`config.mk`:
```
export PLATFORM = sky130hd
export DESIGN_NAME = rgb_pwm_gen
export DESIGN_NICKNAME = d
export VERILOG_FILES = /design/src/rtl/minivan_pkg.sv /design/src/rtl/pwm_chan.sv /design/src/rtl/rgb_pwm_gen.sv
export SDC_FILE = /design/constraint.sdc
export NUM_CORES = 1
export LEC_CHECK = 0
export ABC_AREA = 1
export CAP_MARGIN = 0
export CELL_PAD_IN_SITES_DETAIL_PLACEMENT = 1
export CELL_PAD_IN_SITES_GLOBAL_PLACEMENT = 1
export CORE_ASPECT_RATIO = 1.4
export CORE_MARGIN = 2
export CORE_UTILIZATION = 43
export CTS_BUF_LIST = sky130_fd_sc_hd__clkbuf_8
export DETAILED_ROUTE_END_ITERATION = 12
export GPL_ROUTABILITY_DRIVEN = 0
export PLACE_DENSITY_LB_ADDON = 0.12
export SYNTH_ARGS = -nofsm -noshare
export SYNTH_HDL_FRONTEND = slang
export SYNTH_SLANG_ARGS = --single-unit
```
`constraint.sdc`:
```
create_clock -name clk -period 1.6 [get_ports clk]
set_input_delay 0.32 -clock clk [delete_from_list [all_inputs] [get_ports clk]]
set_output_delay 0.32 -clock clk [all_outputs]
set_load 0.1 [all_outputs]
```
`src/rtl/minivan_pkg.sv`:
```
// Shared types and constants for the RGB PWM generator.
package minivan_pkg;

   // Width of the PWM period counter and of each duty value
   localparam int PWM_W = 8;

   // Packed duty configuration as it arrives from the register block
   typedef struct packed {
      logic [PWM_W-1:0] pwm_red;
      logic [PWM_W-1:0] pwm_green;
      logic [PWM_W-1:0] pwm_blue;
   } rb_pwm_cfg_wire_t;

   // Generator state: parked with everything cleared, or producing periods
   typedef enum logic {
      IDLE = 1'b0,
      RUN  = 1'b1
   } pwm_state_e;

endpackage

```
`src/rtl/pwm_chan.sv`:
```
// One PWM channel: duty compare against the shared period counter plus the
// output register, with optional active-low polarity.
module pwm_chan
   import minivan_pkg::*;
#(
   parameter bit INVERT = 1'b0
) (
   input  logic             clk,
   input  logic             resetb,
   input  logic             active_en,
   input  logic [PWM_W-1:0] cnt,
   input  logic [PWM_W-1:0] duty,
   output logic             led
);

   logic led_d;
   logic led_q;

   // Active while the counter is below the duty; inactive whenever the generator is not running next cycle
   always_comb begin
      led_d = INVERT;
      if (active_en) begin
         led_d = (cnt < duty) ^ INVERT;
      end
   end

   // Output register; reset drives the inactive level without waiting for clk
   always_ff @(posedge clk or negedge resetb) begin
      if (!resetb) begin
         led_q <= INVERT;
      end else begin
         led_q <= led_d;
      end
   end

   assign led = led_q;

endmodule

```
`src/rtl/rgb_pwm_gen.sv`:
```
// Three-channel PWM generator: prescaler, 8-bit period counter, IDLE/RUN
// control and period-aligned shadow duty registers feeding three channels.
module rgb_pwm_gen
   import minivan_pkg::*;
#(
   parameter int unsigned PRESC  = 4,
   parameter bit          INVERT = 1'b0
) (
   input  logic             clk,
   input  logic             resetb,
   input  logic             enable,
   input  rb_pwm_cfg_wire_t pwm_cfg,
   output logic             led_r,
   output logic             led_g,
   output logic             led_b,
   output logic             period_start,
   output logic             running
);

   localparam int unsigned      PW        = (PRESC > 1) ? $clog2(PRESC) : 1;
   localparam logic [PW-1:0]    PRESC_MAX = PW'(PRESC - 1);
   localparam logic [PWM_W-1:0] CNT_MAX   = '1;

   pwm_state_e       state_q, state_d;
   logic [PW-1:0]    presc_q, presc_d;
   logic [PWM_W-1:0] cnt_q, cnt_d;
   rb_pwm_cfg_wire_t shadow_q, shadow_d;
   logic             period_start_q, period_start_d;
   logic             tick;
   logic             run_next;

   // Next-state, counters and shadow capture; leaving RUN lets everything fall back to zero
   always_comb begin
      // NOTE: every variable gets a default before the case so no path can infer a latch.
      state_d        = state_q;
      presc_d        = '0;
      cnt_d          = '0;
      shadow_d       = shadow_q;
      period_start_d = 1'b0;
      tick           = 1'b0;
      run_next       = 1'b0;
      case (state_q)
         IDLE: begin
            // Keep tracking the config so a new run starts with the latest duties
            shadow_d = pwm_cfg;
            if (enable) begin
               state_d = RUN;
            end
         end
         RUN: begin
            if (!enable) begin
               state_d = IDLE;
            end else begin
               run_next       = 1'b1;
               tick           = (presc_q == PRESC_MAX);
               presc_d        = tick ? '0 : presc_q + 1'b1;
               cnt_d          = tick ? cnt_q + 1'b1 : cnt_q;
               // Duties change only at the 255->0 wrap so a period is never split
               if (tick && (cnt_q == CNT_MAX)) begin
                  shadow_d = pwm_cfg;
               end
               // First step of a period; registered so it lines up with the first LED output
               period_start_d = (cnt_q == '0) && (presc_q == '0);
            end
         end
         default: state_d = IDLE;
      endcase
   end

   // State registers with asynchronous clear
   always_ff @(posedge clk or negedge resetb) begin
      // NOTE: non-blocking assignments so every flop samples pre-edge values regardless of statement order.
      if (!resetb) begin
         state_q        <= IDLE;
         presc_q        <= '0;
         cnt_q          <= '0;
         shadow_q       <= '0;
         period_start_q <= 1'b0;
      end else begin
         state_q        <= state_d;
         presc_q        <= presc_d;
         cnt_q          <= cnt_d;
         shadow_q       <= shadow_d;
         period_start_q <= period_start_d;
      end
   end

   pwm_chan #(.INVERT(INVERT)) u_chan_r (
      .clk       (clk),
      .resetb    (resetb),
      .active_en (run_next),
      .cnt       (cnt_q),
      .duty      (shadow_q.pwm_red),
      .led       (led_r)
   );

   pwm_chan #(.INVERT(INVERT)) u_chan_g (
      .clk       (clk),
      .resetb    (resetb),
      .active_en (run_next),
      .cnt       (cnt_q),
      .duty      (shadow_q.pwm_green),
      .led       (led_g)
   );

   pwm_chan #(.INVERT(INVERT)) u_chan_b (
      .clk       (clk),
      .resetb    (resetb),
      .active_en (run_next),
      .cnt       (cnt_q),
      .duty      (shadow_q.pwm_blue),
      .led       (led_b)
   );

   assign period_start = period_start_q;
   assign running      = (state_q == RUN);

endmodule

```
==> flow_metrics.py, run 1 <==
metrics = {
    "run_status": {
        "status": "completed",
    },
    "die": {
        "initial_core_util_pct": 44.26,
        "die-area_mm2": 0.005918,
        "core_mm2": 0.005159,
        "io_pins": 32,
        "die_y_um": 90.23,
        "rows": 31,
        "chipWidth_um": 65.59,
    },
    "global_routing": {
        "track_usage_pct": 20.52,
        "grt_pass1_wl_um": 9197,
        "overflow": 0,
        "antenna_found_initial": 0,
        "grt_pass1_vias": 1995,
        "grt_max_degree": 23,
    },
    "critical_path": {
        "end_kind": "flop",
        "cp_data_arrival_time_ps": 1660,
        "cp-start-kind": "flop",
        "required_ps": 1810,
        "path_class": "flop to flop",
        "worstPathMaxFanout": 20,
    },
    "sta": {
        "finalSetupViolations": 0,
        "setup_tns_ps": 0,
        "timing.final.max_slew_violations": 0,
        "max_slew_margin_pct": 69.76,
        "fin_crit_ps": 1451,
        "finalHoldViolations": 0,
        "whs_ps": 467.8,
        "fmaxAchievable_mhz": 689.1,
        "rsz0062_at_grt": "no",
        "worst-slew-pin-transition_ps": 453.6,
        "clock_skew_ps": 10.76,
        "setup_slack_ps": 148.8,
        "finalCritPeriodShare_pct": 90.70,
    },
    "routing": {
        "drtPass1Iterations": 4,
        "viasPerCell": 4.978,
        "final_antenna_net_count": 0,
        "wirelength_um": 5253,
        "wl_per_cell_um": 14.31,
        "drc_errors": 0,
        "initialDrtViolationCount": 57,
        "vias": 1827,
    },
    "placement": {
        "dp_worst_setup_slack_ps": 15.96,
        "dp.cells": 358,
        "dpl.hpwl_um": 4052,
        "port-buffer-count": 31,
    },
    "clock_tree": {
        "cts.sinks": 39,
        "cts_buffers": 5,
        "clock_path_buffers": 2,
        "clockRootBuffer": "clkbuf_8",
        "clk_pin_slew_worst_paths_ps": 70,
        "cts-resized-gates": 0,
        "clkLatencyLatePin_ps": 300,
        "htree_levels": 2,
        "tritoncts": "yes",
    },
    "finish": {
        "areaGrowthSynthToFinish_pct": 28.55,
        "regArea_um2": 977.2,
        "multiInputGateArea_mm2": 0.001087,
        "drive_gt1_share_pct": 19.93,
        "num_antenna_cells": 0,
        "final_common_cell": "nand2_1",
        "fin_cells": 367,
        "n_fill_cell": 601,
        "num-nets-final": 352,
        "final_cell_mix": "nand2_1 (55), inv_1 (40), dfrtp_1 (38)",
    },
    "job": {
        "drv_cap": 0,
    },
    "yosys": {
        "synth_top_flop_cell": "dfrtp_1",
        "synth-async-reset-ratio_pct": 100.0,
        "synth_seq_cells": 39,
        "syn_inst": 252,
        "yosys_warnings": 0,
        "ys_top_cells_by_area": "dfrtp_1 (43%), ha_1 (14%), nand2_1 (9.0%)",
        "synth_area_leader_cell": "dfrtp_1",
        "synth_edf_count": 0,
        "synth_top_area_share_pct": 42.74,
        "synth_seq_area_share_pct": 42.74,
        "postSynthAreaPerCell_um2": 9.061,
        "syn-cell-area_mm2": 0.002283,
        "syn_nets": 304,
        "synth.distinct_cells": 24,
    },
    "power": {
        "pwr_density_cell_mw_per_mm2": 846.7,
        "vdd_drop_max_v": 0.0005018,
        "power.switching_w": 0.0006321,
        "pwr-share-seq_pct": 43.3,
        "leakage_nw": 1.498,
        "power_frac_comb_pct": 17.3,
        "switching_share_pct": 25.43,
        "internal-power_w": 0.001853,
        "p_clk_share_pct": 39.4,
    },
    "worst_hold_path": {
        "hp-class": "flop to flop",
    },
}
-- registers in the layout, indices dropped and copies added (netlist names) --
| name | cells |
|---|---|
| period_start | 1 |
| cnt_q | 8 |
| u_chan_b.led | 1 |
| running | 1 |
| presc_q | 2 |
| u_chan_r.led | 1 |
| shadow_q | 24 |
| u_chan_g.led | 1 |
-- what timing repair did --
| action | 4_1_cts | 5_1_grt |
|---|---|---|
| hold buffers | 1 | 0 |
| buffers inserted | 0 | 0 |
| endpoints found under the hold margin | 17 | 0 |
-- final timing paths --
path / startpoint / to / slack, ps / cells past startpoint
max: cnt_q[0]$_DFFE_PN0P_ / shadow_q[1]$_DFFE_PN0P_ / 150 / 8
min: presc_q[0]$_DFF_PN0_ / presc_q[0]$_DFF_PN0_ / 470 / 1
min in group asynchronous: resetb / shadow_q[10]$_DFFE_PN0P_ / 490 / 2
max reg2reg: cnt_q[0]$_DFFE_PN0P_ / shadow_q[1]$_DFFE_PN0P_ / 150 / 8
max in group asynchronous: resetb / shadow_q[20]$_DFFE_PN0P_ / 630 / 3
min reg2reg: presc_q[0]$_DFF_PN0_ / presc_q[0]$_DFF_PN0_ / 470 / 1
-- Yosys cell counts (3+ instances only) --
cell,number
dfrtp_1,39
nand2_2,6
ha_1,25
nand4_1,4
buf_8,3
o21ai_2,16
a21oi_1,12
inv_1,39
o21ai_0,7
nor2_1,18
nand2_4,6
nand3_1,11
nand2_1,55
-- metrics by stage --
step / cell area (um^2) / power [W] / util [%]
after floorplan: 2285 / 0.001345 / -
after global placement: 2793 / 0.001512 / 54.14
after detailed placement: 2793 / 0.001530 / 54.14
after CTS: 2935 / 0.002522 / 56.90
after global routing: 2935 / 0.002617 / 56.90
final: 2935 / 0.002485 / 56.90
-- power by group through the flow --
stage / combinational, W / sequential, W / clock [W]
CTS: 0.000441 / 0.00108 / 0.00100
finish: 0.000431 / 0.00108 / 0.000979
global placement: 0.000419 / 0.00109 / 0
global route: 0.000483 / 0.00108 / 0.00105
detailed placement: 0.000434 / 0.00110 / 0
floorplan: 0.000209 / 0.00114 / 0
-- logic make-up (layout without fill, tap and decap cells) --
group                    Yosys count  count (layout)  share of synthesized area, %
AND/OR/NAND/NOR                  105             105                         22.41
AO/OA/AOI/OAI                     39              39                         11.51
adder cells (fa/ha/maj)           25              25                         13.70
flip-flops                        39              39                         42.74
buffers and inverters             44              93                         9.644
-- metal layers --
| metal | vias to the layer above | track usage, % | wire length (um) |
|---|---|---|---|
| met3 | 13 | 2.378 | 138 |
| met1 | 875 | 23.49 | 2144 |
| li1 | 907 | - | - |
| met4 | 0 | 10.07 | 185 |
| met5 | - | 0 | 0 |
| met2 | 32 | 36.65 | 2784 |
-- worst max-delay path: stages (launching register included) --
cell and delay (ps):
dfrtp_1 390, ha_1 220, nand3_2 120, nor2_4 140, nand2_4 90, nand2_8 90, buf_12 160, nand2_1 60
o21ai_0 80
-- cell type report --
type	count	area share [%]
clock buffers	5	2.344
clock inverters	3	2.174
inverters	40	5.286
multi-input cells	169	37.04
flip-flops and latches	39	33.29
well taps	66	2.813
repair buffers	45	17.05
(Power assumes the default switching activity.)
==> run 2: changes to the inputs <==
- CTS_CLUSTER_DIAMETER: default -> 80
==> results of run 2 <==
The final DEF is identical to that of run 1; final timing and power are the same.
